--- config.mk ---
export PLATFORM = sky130hd
export DESIGN_NAME = regfile_port_arbiter_flat
export DESIGN_NICKNAME = d
export VERILOG_FILES = /design/src/rtl/regfile_port_arbiter_if.sv /design/src/rtl/regfile_port_arbiter.sv /design/src/flat_wrapper.sv
export SDC_FILE = /design/constraint.sdc
export NUM_CORES = 1
export LEC_CHECK = 0
export CAP_MARGIN = 25
export CORE_AREA = 4 4 120 122
export DETAILED_ROUTE_END_ITERATION = 6
export DIE_AREA = 0 0 124 126
export GPL_TIMING_DRIVEN = 0
export PLACE_DENSITY = 0.78
export SLEW_MARGIN = 40
export SYNTH_ARGS = -nofsm -noshare
export SYNTH_HDL_FRONTEND = slang
export SYNTH_SLANG_ARGS = --single-unit
export TNS_END_PERCENT = 30
--- constraint.sdc ---
create_clock -name clock -period 2.6 [get_ports clock]
set_clock_uncertainty 0.1 [all_clocks]
set_input_delay 0.65 -clock clock [delete_from_list [all_inputs] [get_ports clock]]
set_output_delay 0.65 -clock clock [all_outputs]
set_load 0.02 [all_outputs]
--- src/rtl/regfile_port_arbiter_if.sv ---
// regfile_port_arbiter_if
// Client-side bus of the register-file port arbiter. Lane 0 is the execute
// stage and lane 1 is the load/debug unit. Lane i of a packed field sits at
// [i*W +: W].
//   c_valid/c_write   request valid and op per lane (1 = write)
//   c_s/c_t/c_d       read addr A, read addr B, write addr per lane
//   c_data            write data per lane
//   c_ready           one-hot accept strobe, combinational in the grant cycle
//   rsp_valid         one-hot completion strobe, no backpressure
//   rsp_write         completion was a write
//   rsp_a/rsp_b       read data (0 for writes)
// Modports: master = client side, slave = arbiter side.
interface regfile_port_arbiter_if #(
  parameter int DATA_W = 32,
  parameter int ADDR_W = 5
);
  logic [1:0]          c_valid;
  logic [1:0]          c_write;
  logic [2*ADDR_W-1:0] c_s;
  logic [2*ADDR_W-1:0] c_t;
  logic [2*ADDR_W-1:0] c_d;
  logic [2*DATA_W-1:0] c_data;
  logic [1:0]          c_ready;
  logic [1:0]          rsp_valid;
  logic                rsp_write;
  logic [DATA_W-1:0]   rsp_a;
  logic [DATA_W-1:0]   rsp_b;

  modport master (
    output c_valid, c_write, c_s, c_t, c_d, c_data,
    input  c_ready, rsp_valid, rsp_write, rsp_a, rsp_b
  );

  modport slave (
    input  c_valid, c_write, c_s, c_t, c_d, c_data,
    output c_ready, rsp_valid, rsp_write, rsp_a, rsp_b
  );
endinterface

--- src/rtl/regfile_port_arbiter.sv ---
// regfile_port_arbiter
// Shares the single read-or-write port of the 16 x 32b register file between
// two clients with round-robin arbitration. Each access is one READ phase
// (followed by a CAPTURE of the file's registered outputs) or one WRITE phase.
// Ports:
//   clock              rising-edge clock
//   reset              asynchronous, active-low
//   cBus               client bus (slave modport of regfile_port_arbiter_if)
//   rf_wp              to file: 1 = read/protect, 0 = write this edge
//   rf_s/rf_t/rf_d     file read addr A, read addr B, write addr
//   rf_din             file write data
//   rf_outA/rf_outB    file read data, registered inside the file
// Build option:
//   RF_ARB_ZERO_GUARD_EN  when defined, writes to register 0 are suppressed
//                         (still acknowledged); reads of r0 are unaffected.
//
// state   | meaning
// --------+-------------------------------------------------------------
// IDLE    | waiting for a request; grants combinationally, latches fields
// READ    | rf_s/rf_t presented, file registers its outputs at end edge
// CAPTURE | file outputs copied to rsp_a/rsp_b, rsp_valid next cycle
// WRITE   | rf_wp low (unless suppressed), rsp_valid next cycle
module regfile_port_arbiter #(
  parameter int DATA_W   = 32,
  parameter int ADDR_W   = 5,
  parameter int NUM_REGS = 16
) (
  input  logic                  clock,
  input  logic                  reset,
  regfile_port_arbiter_if.slave cBus,
  output logic                  rf_wp,
  output logic [ADDR_W-1:0]     rf_s,
  output logic [ADDR_W-1:0]     rf_t,
  output logic [ADDR_W-1:0]     rf_d,
  output logic [DATA_W-1:0]     rf_din,
  input  logic [DATA_W-1:0]     rf_outA,
  input  logic [DATA_W-1:0]     rf_outB
);

`ifdef RF_ARB_ZERO_GUARD_EN
  localparam bit ZeroGuard = 1'b1;
`else
  localparam bit ZeroGuard = 1'b0;
`endif

  typedef enum logic [1:0] {IDLE, READ, CAPTURE, WRITE} arbState_t;

  arbState_t         state;
  arbState_t         nextState;
  logic              lastGrant;
  logic              activeIdx;
  logic              grantReq;
  logic              grantIdx;
  logic              selWrite;
  logic [ADDR_W-1:0] selS;
  logic [ADDR_W-1:0] selT;
  logic [ADDR_W-1:0] selD;
  logic [DATA_W-1:0] selData;
  logic              writeAllowed;
  logic [1:0]        activeOneHot;

  always_ff @(posedge clock or negedge reset) begin
    if (!reset) begin
      state <= IDLE;
    end else begin
      state <= nextState;
    end
  end

  // On a tie the lane that did not win last time goes first; lastGrant
  // resets to 1 so the first tie after reset goes to lane 0.
  always_comb begin
    nextState = state;
    grantReq  = 1'b0;
    grantIdx  = ~lastGrant;
    case (state)
      IDLE: begin
        if (cBus.c_valid != 2'b00) begin
          grantReq = 1'b1;
          if (cBus.c_valid != 2'b11) begin
            grantIdx = cBus.c_valid[1];
          end
          nextState = selWrite ? WRITE : READ;
        end
      end
      READ:    nextState = CAPTURE;
      CAPTURE: nextState = IDLE;
      WRITE:   nextState = IDLE;
      default: nextState = IDLE;
    endcase
  end

  assign selWrite = grantIdx ? cBus.c_write[1] : cBus.c_write[0];
  assign selS     = grantIdx ? cBus.c_s[2*ADDR_W-1:ADDR_W] : cBus.c_s[ADDR_W-1:0];
  assign selT     = grantIdx ? cBus.c_t[2*ADDR_W-1:ADDR_W] : cBus.c_t[ADDR_W-1:0];
  assign selD     = grantIdx ? cBus.c_d[2*ADDR_W-1:ADDR_W] : cBus.c_d[ADDR_W-1:0];
  assign selData  = grantIdx ? cBus.c_data[2*DATA_W-1:DATA_W] : cBus.c_data[DATA_W-1:0];

  // Out-of-range (and, with the guard, r0) writes still run the WRITE phase
  // and get acked, but rf_wp never drops so the file is untouched.
  assign writeAllowed = ({{(32-ADDR_W){1'b0}}, selD} < 32'(NUM_REGS)) &&
                        !(ZeroGuard && (selD == '0));

  // Gated by reset so no handshake can complete while the block is held.
  assign cBus.c_ready = (reset && grantReq) ? (grantIdx ? 2'b10 : 2'b01) : 2'b00;

  assign activeOneHot = activeIdx ? 2'b10 : 2'b01;

  // rf_wp is a register with async preset: asserting reset cancels a write
  // in flight before the next edge can commit it.
  always_ff @(posedge clock or negedge reset) begin
    if (!reset) begin
      lastGrant      <= 1'b1;
      activeIdx      <= 1'b0;
      rf_wp          <= 1'b1;
      rf_s           <= '0;
      rf_t           <= '0;
      rf_d           <= '0;
      rf_din         <= '0;
      cBus.rsp_valid <= 2'b00;
      cBus.rsp_write <= 1'b0;
      cBus.rsp_a     <= '0;
      cBus.rsp_b     <= '0;
    end else begin
      cBus.rsp_valid <= 2'b00;
      case (state)
        IDLE: begin
          if (grantReq) begin
            lastGrant <= grantIdx;
            activeIdx <= grantIdx;
            rf_s      <= selS;
            rf_t      <= selT;
            rf_d      <= selD;
            rf_din    <= selData;
            rf_wp     <= ~(selWrite && writeAllowed);
          end
        end
        CAPTURE: begin
          cBus.rsp_valid <= activeOneHot;
          cBus.rsp_write <= 1'b0;
          cBus.rsp_a     <= rf_outA;
          cBus.rsp_b     <= rf_outB;
        end
        WRITE: begin
          rf_wp          <= 1'b1;
          cBus.rsp_valid <= activeOneHot;
          cBus.rsp_write <= 1'b1;
          cBus.rsp_a     <= '0;
          cBus.rsp_b     <= '0;
        end
        default: begin
        end
      endcase
    end
  end

endmodule

--- src/flat_wrapper.sv ---
// flat-port wrapper written by rule: the top's interface ports become plain ports
module regfile_port_arbiter_flat 
#(
  parameter int DATA_W   = 32,
  parameter int ADDR_W   = 5,
  parameter int NUM_REGS = 16
)
  (clock, reset, rf_wp, rf_s, rf_t, rf_d, rf_din, rf_outA, rf_outB, cBus_c_valid, cBus_c_write, cBus_c_s, cBus_c_t, cBus_c_d, cBus_c_data, cBus_c_ready, cBus_rsp_valid, cBus_rsp_write, cBus_rsp_a, cBus_rsp_b);
  regfile_port_arbiter_if #(.DATA_W(DATA_W), .ADDR_W(ADDR_W)) cBus_i ();
  input  logic clock;
  input  logic reset;
  output logic rf_wp;
  output logic [ADDR_W-1:0] rf_s;
  output logic [ADDR_W-1:0] rf_t;
  output logic [ADDR_W-1:0] rf_d;
  output logic [DATA_W-1:0] rf_din;
  input  logic [DATA_W-1:0] rf_outA;
  input  logic [DATA_W-1:0] rf_outB;
  input wire logic [$bits(cBus_i.c_valid)-1:0] cBus_c_valid;
  input wire logic [$bits(cBus_i.c_write)-1:0] cBus_c_write;
  input wire logic [$bits(cBus_i.c_s)-1:0] cBus_c_s;
  input wire logic [$bits(cBus_i.c_t)-1:0] cBus_c_t;
  input wire logic [$bits(cBus_i.c_d)-1:0] cBus_c_d;
  input wire logic [$bits(cBus_i.c_data)-1:0] cBus_c_data;
  output wire logic [$bits(cBus_i.c_ready)-1:0] cBus_c_ready;
  output wire logic [$bits(cBus_i.rsp_valid)-1:0] cBus_rsp_valid;
  output wire logic [$bits(cBus_i.rsp_write)-1:0] cBus_rsp_write;
  output wire logic [$bits(cBus_i.rsp_a)-1:0] cBus_rsp_a;
  output wire logic [$bits(cBus_i.rsp_b)-1:0] cBus_rsp_b;
  assign cBus_i.c_valid = cBus_c_valid;
  assign cBus_i.c_write = cBus_c_write;
  assign cBus_i.c_s = cBus_c_s;
  assign cBus_i.c_t = cBus_c_t;
  assign cBus_i.c_d = cBus_c_d;
  assign cBus_i.c_data = cBus_c_data;
  assign cBus_c_ready = cBus_i.c_ready;
  assign cBus_rsp_valid = cBus_i.rsp_valid;
  assign cBus_rsp_write = cBus_i.rsp_write;
  assign cBus_rsp_a = cBus_i.rsp_a;
  assign cBus_rsp_b = cBus_i.rsp_b;
  regfile_port_arbiter #(.DATA_W(DATA_W), .ADDR_W(ADDR_W), .NUM_REGS(NUM_REGS)) u_core (.clock(clock), .reset(reset), .cBus(cBus_i), .rf_wp(rf_wp), .rf_s(rf_s), .rf_t(rf_t), .rf_d(rf_d), .rf_din(rf_din), .rf_outA(rf_outA), .rf_outB(rf_outB));
endmodule
==> results.md, run 1 <==
- Hold Violations, Final: 0
- Total of buffers placed on input and output ports: between 200 and 300
- Wire length of the first global-routing pass: roughly 25000 um
- Cell area after placement: between 7000 and 8000 um^2
- Proportion of synthesized area in mux cells: 9.75%
- Design Power: around 11 mW
- Max rail drop VDD: around 0.62 mV
- Critical path endpoint category: primary output
- Worst setup startpoint: u_core.state[1]
- Count of unique library cells instantiated by Yosys: 28
- I/O pins: between 200 and 300
- EDFF count, synth: 0
- Total non-filler cell area in the finished layout: between 8000 and 9000 um^2
- TritonCTS Sinks: about 120
- Proportion of synthesized flip-flops having asynchronous set or reset: between 90% and 100%
- Top_reg_cell synth: sky130_fd_sc_hd__dfrtp_1
- Number of rows in the core area: 42
- Die Height: between 100 and 150 um
- Number of register bits inferred by synthesis: roughly 120
- Clock insertion delay at the later pin of the skew report: 0.40 ns
- Avg Synthesized Cell Area: 10.9 um^2
- Final Slew Violations: 0
- Most frequent cell on the critical path: sky130_fd_sc_hd__buf_6
- Critical Path AT: about 1.9 ns
- Cell area after synthesis: just under 5000 um^2
- Area grow syn2layout: 74.3%
- Library cell contributing the largest single delay on the critical path: sky130_fd_sc_hd__or4b_1
- Antenna diodes: 0
- Die width: 124 um
- Worst-path maximum fanout: 4
- Dominant combinational cell family by area after synthesis: compound AO/OA/AOI/OAI gates
- Post-DR vias/cell: roughly 4.7
- Fraction of the mapped netlist area in compound gates: 14.2%
- HPWL after detailed placement: about 12000 um
- DRC Markers: 0
- Proportion of synthesized chip area in sequential cells: 60.3%
- Total power divided by cell area: between 1000 and 1500 nW/um^2
- Fraction of synthesized cell area taken by the top area cell type: about 59%
- Failing checks: negative setup slack
- Critical Path, Cell by Cell: or4b_1 -> o211ai_1 -> buf_6 -> and3_4 -> buf_6
- Part of the cycle the worst path needs: 101%
- Commonest non-fill, non-tap cell in the layout: sky130_fd_sc_hd__clkdlybuf4s50_1
- Commonest non-fill, non-tap cells in the layout: sky130_fd_sc_hd__clkdlybuf4s50_1 (275), sky130_fd_sc_hd__dfrtp_1 (116), sky130_fd_sc_hd__nand2_1 (83)
- DRT Wirelength: ~16000 um
- Maximum Capacitance Violations: 0
- Residual antenna-violating net count after detailed routing: 0
- H-tree levels: 4
- Fmax achieved: about 380 MHz
- Synthesized-area fraction occupied by and/or/nand/nor cells: 8.46%
- Outcome: finished, violations left
- Minimum clock period after layout: ~2.6 ns
- Pre-CTS WS: -1.02 ns
- FILL cells: around 1000
- Cell count after synthesis: 454
- First-pass iteration count of the detailed router: 4
- Setup slack after layout: -0.0246 ns
- CTS Root Cell: sky130_fd_sc_hd__clkbuf_16
- Launch point of the worst reg-to-reg path: u_core.state[1]
- Largest net degree at the start of global routing: 64
- Class of the tightest hold or removal check: input port to async pin
- Cell type with the highest aggregate area in the netlist: sky130_fd_sc_hd__dfrtp_1
- Total die area: ~16000 um^2
- Share of layout cells above drive strength 1: ~7.4%
- Met1 Routed Length: roughly 5700 um
- Lkg Pwr: about 3.8 nW
- Layout net count: between 900 and 1000
- GRT Overall Usage: between 20% and 30%
- Number of CTS-inserted buffers: 17
- Met2 wire length: a little over 8000 um
- Remaining Overflow, GRT: 0
- Slew at the pin closest to its max-slew limit: ~0.78 ns
- Final-report setup violation count: 1
- Slowest cell delay on critical path: ~0.52 ns
- Post-Syn Nets: just over 600
- Placeable Area: 13200 um^2
- Xor and xnor area share after synthesis: 0%
- Initial cell density of the core: approximately 37%
- Maximum buffer depth of the clock tree: 2
- Initial DRC Count: around 220
- Setup repair after global routing missed its margin: yes
- CTS tree: built
- Critical setup path kind: register to primary output
- Required time at the worst-slack endpoint: about 1.9 ns
- Yosys warning total: 0
- Initial antenna violation count: 0
- Clock transition at the register clock pins on the worst setup and hold paths after CTS: about 0.050 ns
- Routability Congestion: 0.767
- DR top layer: met4
- Fin Hold WS: a little over 0.07 ns
- Biggest area contributors in the synthesized netlist: sky130_fd_sc_hd__dfrtp_1 (59%), sky130_fd_sc_hd__mux2i_1 (9.5%), sky130_fd_sc_hd__nand2_1 (6.3%)
- Detail-routed net length per standard cell: ~17 um
- Total length of routed met3 wires: 1550 um
- Max-slew headroom at the worst pin: 47.5%
- Category of the worst setup path launch point: register
- Routed via count: ~4500
- Vias in the first global route: 4817
- Adder-Cell Fraction of Synth Area: 0%
logic make-up after synthesis:
logic type | Yosys count
flip-flops | 119
multiplexers | 48
AND/OR/NAND/NOR | 102
buffers and inverters | 69
AO/OA/AOI/OAI | 116
metal layers:
| layer | vias to the layer above | track usage, % |
|---|---|---|
| li1 | 2135 | - |
| met1 | 2101 | 21.9 |
| met2 | 217 | 36.1 |
| met3 | 37 | 7.89 |
| met4 | 0 | 8.63 |
| met5 | - | 0 |
timing repair:
action                                  4_1_cts  5_1_grt
hold buffers                                  0        0
endpoints found under the setup margin        2        2
gates cloned                                  0        0
buffers inserted                              8        1
gates resized for setup                      18        2
pin swaps                                     2        2
cell usage after synthesis (2+ instances only):
cell / instances
sky130_fd_sc_hd__dfrtp_1: 117
sky130_fd_sc_hd__nand2_1: 83
sky130_fd_sc_hd__mux2i_1: 47
sky130_fd_sc_hd__o21ai_1: 47
sky130_fd_sc_hd__inv_1: 37
sky130_fd_sc_hd__o21ai_0: 35
sky130_fd_sc_hd__a22o_1: 29
sky130_fd_sc_hd__clkbuf_1: 23
sky130_fd_sc_hd__nor2_1: 9
sky130_fd_sc_hd__buf_12: 5
sky130_fd_sc_hd__buf_2: 2
sky130_fd_sc_hd__buf_6: 2
sky130_fd_sc_hd__dfstp_2: 2
sky130_fd_sc_hd__nor3b_1: 2
flip-flops by register name, indices dropped and copies added, names as in the netlist, 2 cells and up:
| signal | count |
|---|---|
| u_core.rf_din | 32 |
| u_core.cBus.rsp_b | 32 |
| u_core.rf_d | 5 |
| u_core.rf_s | 5 |
| u_core.rf_t | 5 |
| u_core.cBus.rsp_valid | 2 |
| u_core.cBus.rsp_a | 32 |
| u_core.state | 2 |
worst max-delay path, delay by kind of cell (launching register included):
family | cells | cell delay, ns
AO/OA/AOI/OAI | 1 | 0.11
AND/OR/NAND/NOR | 2 | 0.70
flip-flops | 1 | 0.40
buffers and inverters | 2 | 0.26
area by class of cell:
class | count | area [um^2] | share of cell area (%)
plain buffers | 28 | 179 | 2.08
clock buffers | 23 | 488 | 5.67
clock inverters | 8 | 96.3 | 1.12
inverters | 37 | 141 | 1.64
multi-input cells | 266 | 1610 | 18.7
flip-flops and latches | 119 | 2980 | 34.6
well taps | 176 | 220 | 2.56
repair buffers | 290 | 2890 | 33.6
power breakdown:
part / internal (mW) / leakage, nW / total (mW) / switching, mW
Clock: 1.50 / 0.289 / 2.30 / 0.796
Sequential: 2.73 / 1.49 / 3.21 / 0.478
Combinational: 2.73 / 2.05 / 5.72 / 2.99
metrics by stage:
| step | setup TNS, ns | instances | util (%) |
|---|---|---|---|
| final | -0.0246 | 947 | 65.3 |
| after detailed placement | -14.27 | 911 | 60.6 |
| after global routing | -0.203 | 947 | 65.3 |
| after floorplan | 0 | 454 | - |
| after CTS | -0.0859 | 947 | 65.4 |
| after global placement | -458.38 | 910 | 60.4 |
final timing paths:
path / cells after the start / endpoint / slack, ns
max: 5 / cBus_c_ready[1] / -0.02
min: 1 / u_core.cBus.rsp_b[10] / 0.07
max reg2reg: 8 / u_core.rf_din[20] / 0.26
min reg2reg: 1 / u_core.cBus.rsp_valid[0] / 0.37
max in group asynchronous: 2 / u_core.rf_din[24] / 1.68
min in group clock: 1 / u_core.cBus.rsp_valid[0] / 0.37
Note: power is estimated with default switching activity, not from simulation.
==> run 2: changes to the inputs <==
- SETUP_SLACK_MARGIN: not set -> 0.15
==> run 2 against run 1 <==
The flow still finishes with violations (negative setup slack). Combinational power grew 2%. Sequential power about the same. Clock power about the same. Critical path depth rose by 2. Worst setup slack lost 0.16 ns. Maximum frequency down 5.6%. Critical path type unchanged. Largest cell class unchanged.
==> results.md, run 2 (synthesized netlist as in run 1, its figures left out) <==
- Post-DR vias/cell: 4.74
- Die width: 124 um
- Total die area: 15600 um^2
- Critical setup path kind: register to primary output
- Worst setup startpoint: u_core.state[0]
- Number of rows in the core area: 42
- TritonCTS Sinks: approximately 120
- Commonest non-fill, non-tap cell in the layout: sky130_fd_sc_hd__clkdlybuf4s50_1
- DR top layer: met4
- Class of the tightest hold or removal check: input port to async pin
- Routability Congestion: between 0.7 and 0.8
- Maximum Capacitance Violations: 0
- Number of CTS-inserted buffers: 17
- Part of the cycle the worst path needs: 107%
- Launch point of the worst reg-to-reg path: u_core.state[0]
- Final non-filler cell total: 950
- Slew at the pin closest to its max-slew limit: around 0.52 ns
- First-pass iteration count of the detailed router: 6
- Critical path endpoint category: primary output
- Initial cell density of the core: a little under two fifths
- Final-report setup violation count: 2
- Cell area after placement: 8000 um^2
- Total of buffers placed on input and output ports: 280
- Fmax achieved: ~360 MHz
- I/O pins: around 280
- Critical Path AT: roughly 2 ns
- Category of the worst setup path launch point: register
- Remaining Overflow, GRT: 0
- FILL cells: slightly above 1000
- Die Height: around 130 um
- Pre-CTS WS: -1.10 ns
- Largest net degree at the start of global routing: approximately 70
- Total non-filler cell area in the finished layout: around 8700 um^2
- Area grow syn2layout: 75.3%
- Placeable Area: roughly 13000 um^2
- Minimum clock period after layout: between 2 and 3 ns
- Residual antenna-violating net count after detailed routing: 0
- Outcome: finished, violations left
- Failing checks: negative setup slack
- Fin Hold WS: 0.0500 ns
- GRT Overall Usage: 20.1%
- Vias in the first global route: roughly 4900
- Registers with the most flip-flops: u_core.cBus.rsp_a: 32 flops, u_core.cBus.rsp_b: 32 flops, u_core.rf_din: 32 flops
- Met1 Routed Length: roughly 5900 um
- CTS tree: built
- Share of layout cells above drive strength 1: 7.75%
- H-tree levels: 4
- Max-slew headroom at the worst pin: 65.2%
- CTS Root Cell: sky130_fd_sc_hd__clkbuf_16
- DRT Wirelength: 15600 um
- Setup repair after global routing missed its margin: yes
- Wire length of the first global-routing pass: about 24000 um
- Commonest non-fill, non-tap cells in the layout: sky130_fd_sc_hd__clkdlybuf4s50_1 (275), sky130_fd_sc_hd__dfrtp_1 (117), sky130_fd_sc_hd__nand2_1 (83)
- Max rail drop VDD: 0.594 mV
- Layout net count: just over 900
- Antenna diodes: 0
- Total power divided by cell area: between 1000 and 1500 nW/um^2
- Sum of negative setup slack: -0.282 ns
- Routed via count: approximately 4500
- Hold Violations, Final: 0
- HPWL after detailed placement: 12200 um
- Placed Cells incl. Taps: roughly 900
- Detail-routed net length per standard cell: 16.5 um
- Final Slew Violations: 0
- Clock transition at the register clock pins on the worst setup and hold paths after CTS: roughly 0.050 ns
- Initial antenna violation count: 0
- Maximum buffer depth of the clock tree: 2
- Total length of routed met3 wires: roughly 1600 um
- Required time at the worst-slack endpoint: approximately 1.9 ns
- Clock insertion delay at the later pin of the skew report: 0.40 ns
- Lkg Pwr: about 3.8 nW
- Worst-path maximum fanout: 3
- Initial DRC Count: approximately 220
- Met2 wire length: 7830 um
- Setup slack after layout: -0.180 ns
- DRC Markers: 0
[run 2: cell count changes in the layout (fill, tap and decap cells not counted), moves of 2 or more]
cell / before / now
sky130_fd_sc_hd__dlygate4sd2_1: 0 / 2
sky130_fd_sc_hd__clkinv_4: 1 / 3
sky130_fd_sc_hd__clkbuf_8: 4 / 1
sky130_fd_sc_hd__inv_6: 0 / 3
sky130_fd_sc_hd__clkbuf_1: 24 / 22
sky130_fd_sc_hd__clkinvlp_4: 1 / 3
sky130_fd_sc_hd__buf_6: 2 / 4
[run 2: worst max-delay path, cell delays in order (launching register included)]
cell,delay (ns)
sky130_fd_sc_hd__dfrtp_1,0.37
sky130_fd_sc_hd__buf_6,0.11
sky130_fd_sc_hd__or4b_1,0.51
sky130_fd_sc_hd__o211ai_1,0.12
sky130_fd_sc_hd__buf_6,0.15
sky130_fd_sc_hd__buf_12,0.10
sky130_fd_sc_hd__and3_4,0.16
sky130_fd_sc_hd__buf_6,0.12
[run 2: timing repair]
action,CTS,global route
pin swaps,2,1
gates resized for setup,20,1
buffers inserted,7,0
hold buffers,0,0
endpoints found under the setup margin,42,2
cloned,0,0
[run 2: through the flow]
step	power (mW)	util (%)
floorplan	6.30	-
global placement	8.81	60.4
detailed placement	8.98	60.7
CTS	11.4	65.6
global route	12.0	65.7
finish	11.3	65.7
[run 2: final timing paths]
| kind | to | slack [ns] | cells past startpoint |
|---|---|---|---|
| worst max-delay path | cBus_c_ready[1] | -0.18 | 7 |
| worst min-delay path | u_core.cBus.rsp_b[6] | 0.05 | 1 |
| worst max register to register | u_core.rf_din[0] | 0.29 | 9 |
| worst min register to register | u_core.cBus.rsp_valid[0] | 0.38 | 1 |
| max in group asynchronous | u_core.rf_din[27] | 1.69 | 2 |
| min in group clock | u_core.cBus.rsp_valid[0] | 0.38 | 1 |
[run 2: where the power goes]
group	total [mW]	internal, mW	switching, mW
clock	2.29	1.44	0.851
combinational	5.84	2.79	3.05
sequential	3.19	2.73	0.458
[run 2: area by class of cell]
cell class / count / area (um^2) / share of cell area, %
clock buffer: 18 / 439 / 5.07
timing repair buffer: 288 / 2880 / 33.3
inverter: 37 / 141 / 1.63
buffer: 32 / 236 / 2.73
sequential: 119 / 2980 / 34.4
clock inverter: 14 / 150 / 1.73
multi-input combinational: 266 / 1610 / 18.6
tap: 176 / 220 / 2.54
[run 2: layer usage]
metal  track usage, %  up-vias
met4             7.22        0
met3             7.22       23
met5                0        -
li1                 -     2150
met2             34.9      210
met1             22.5     2119
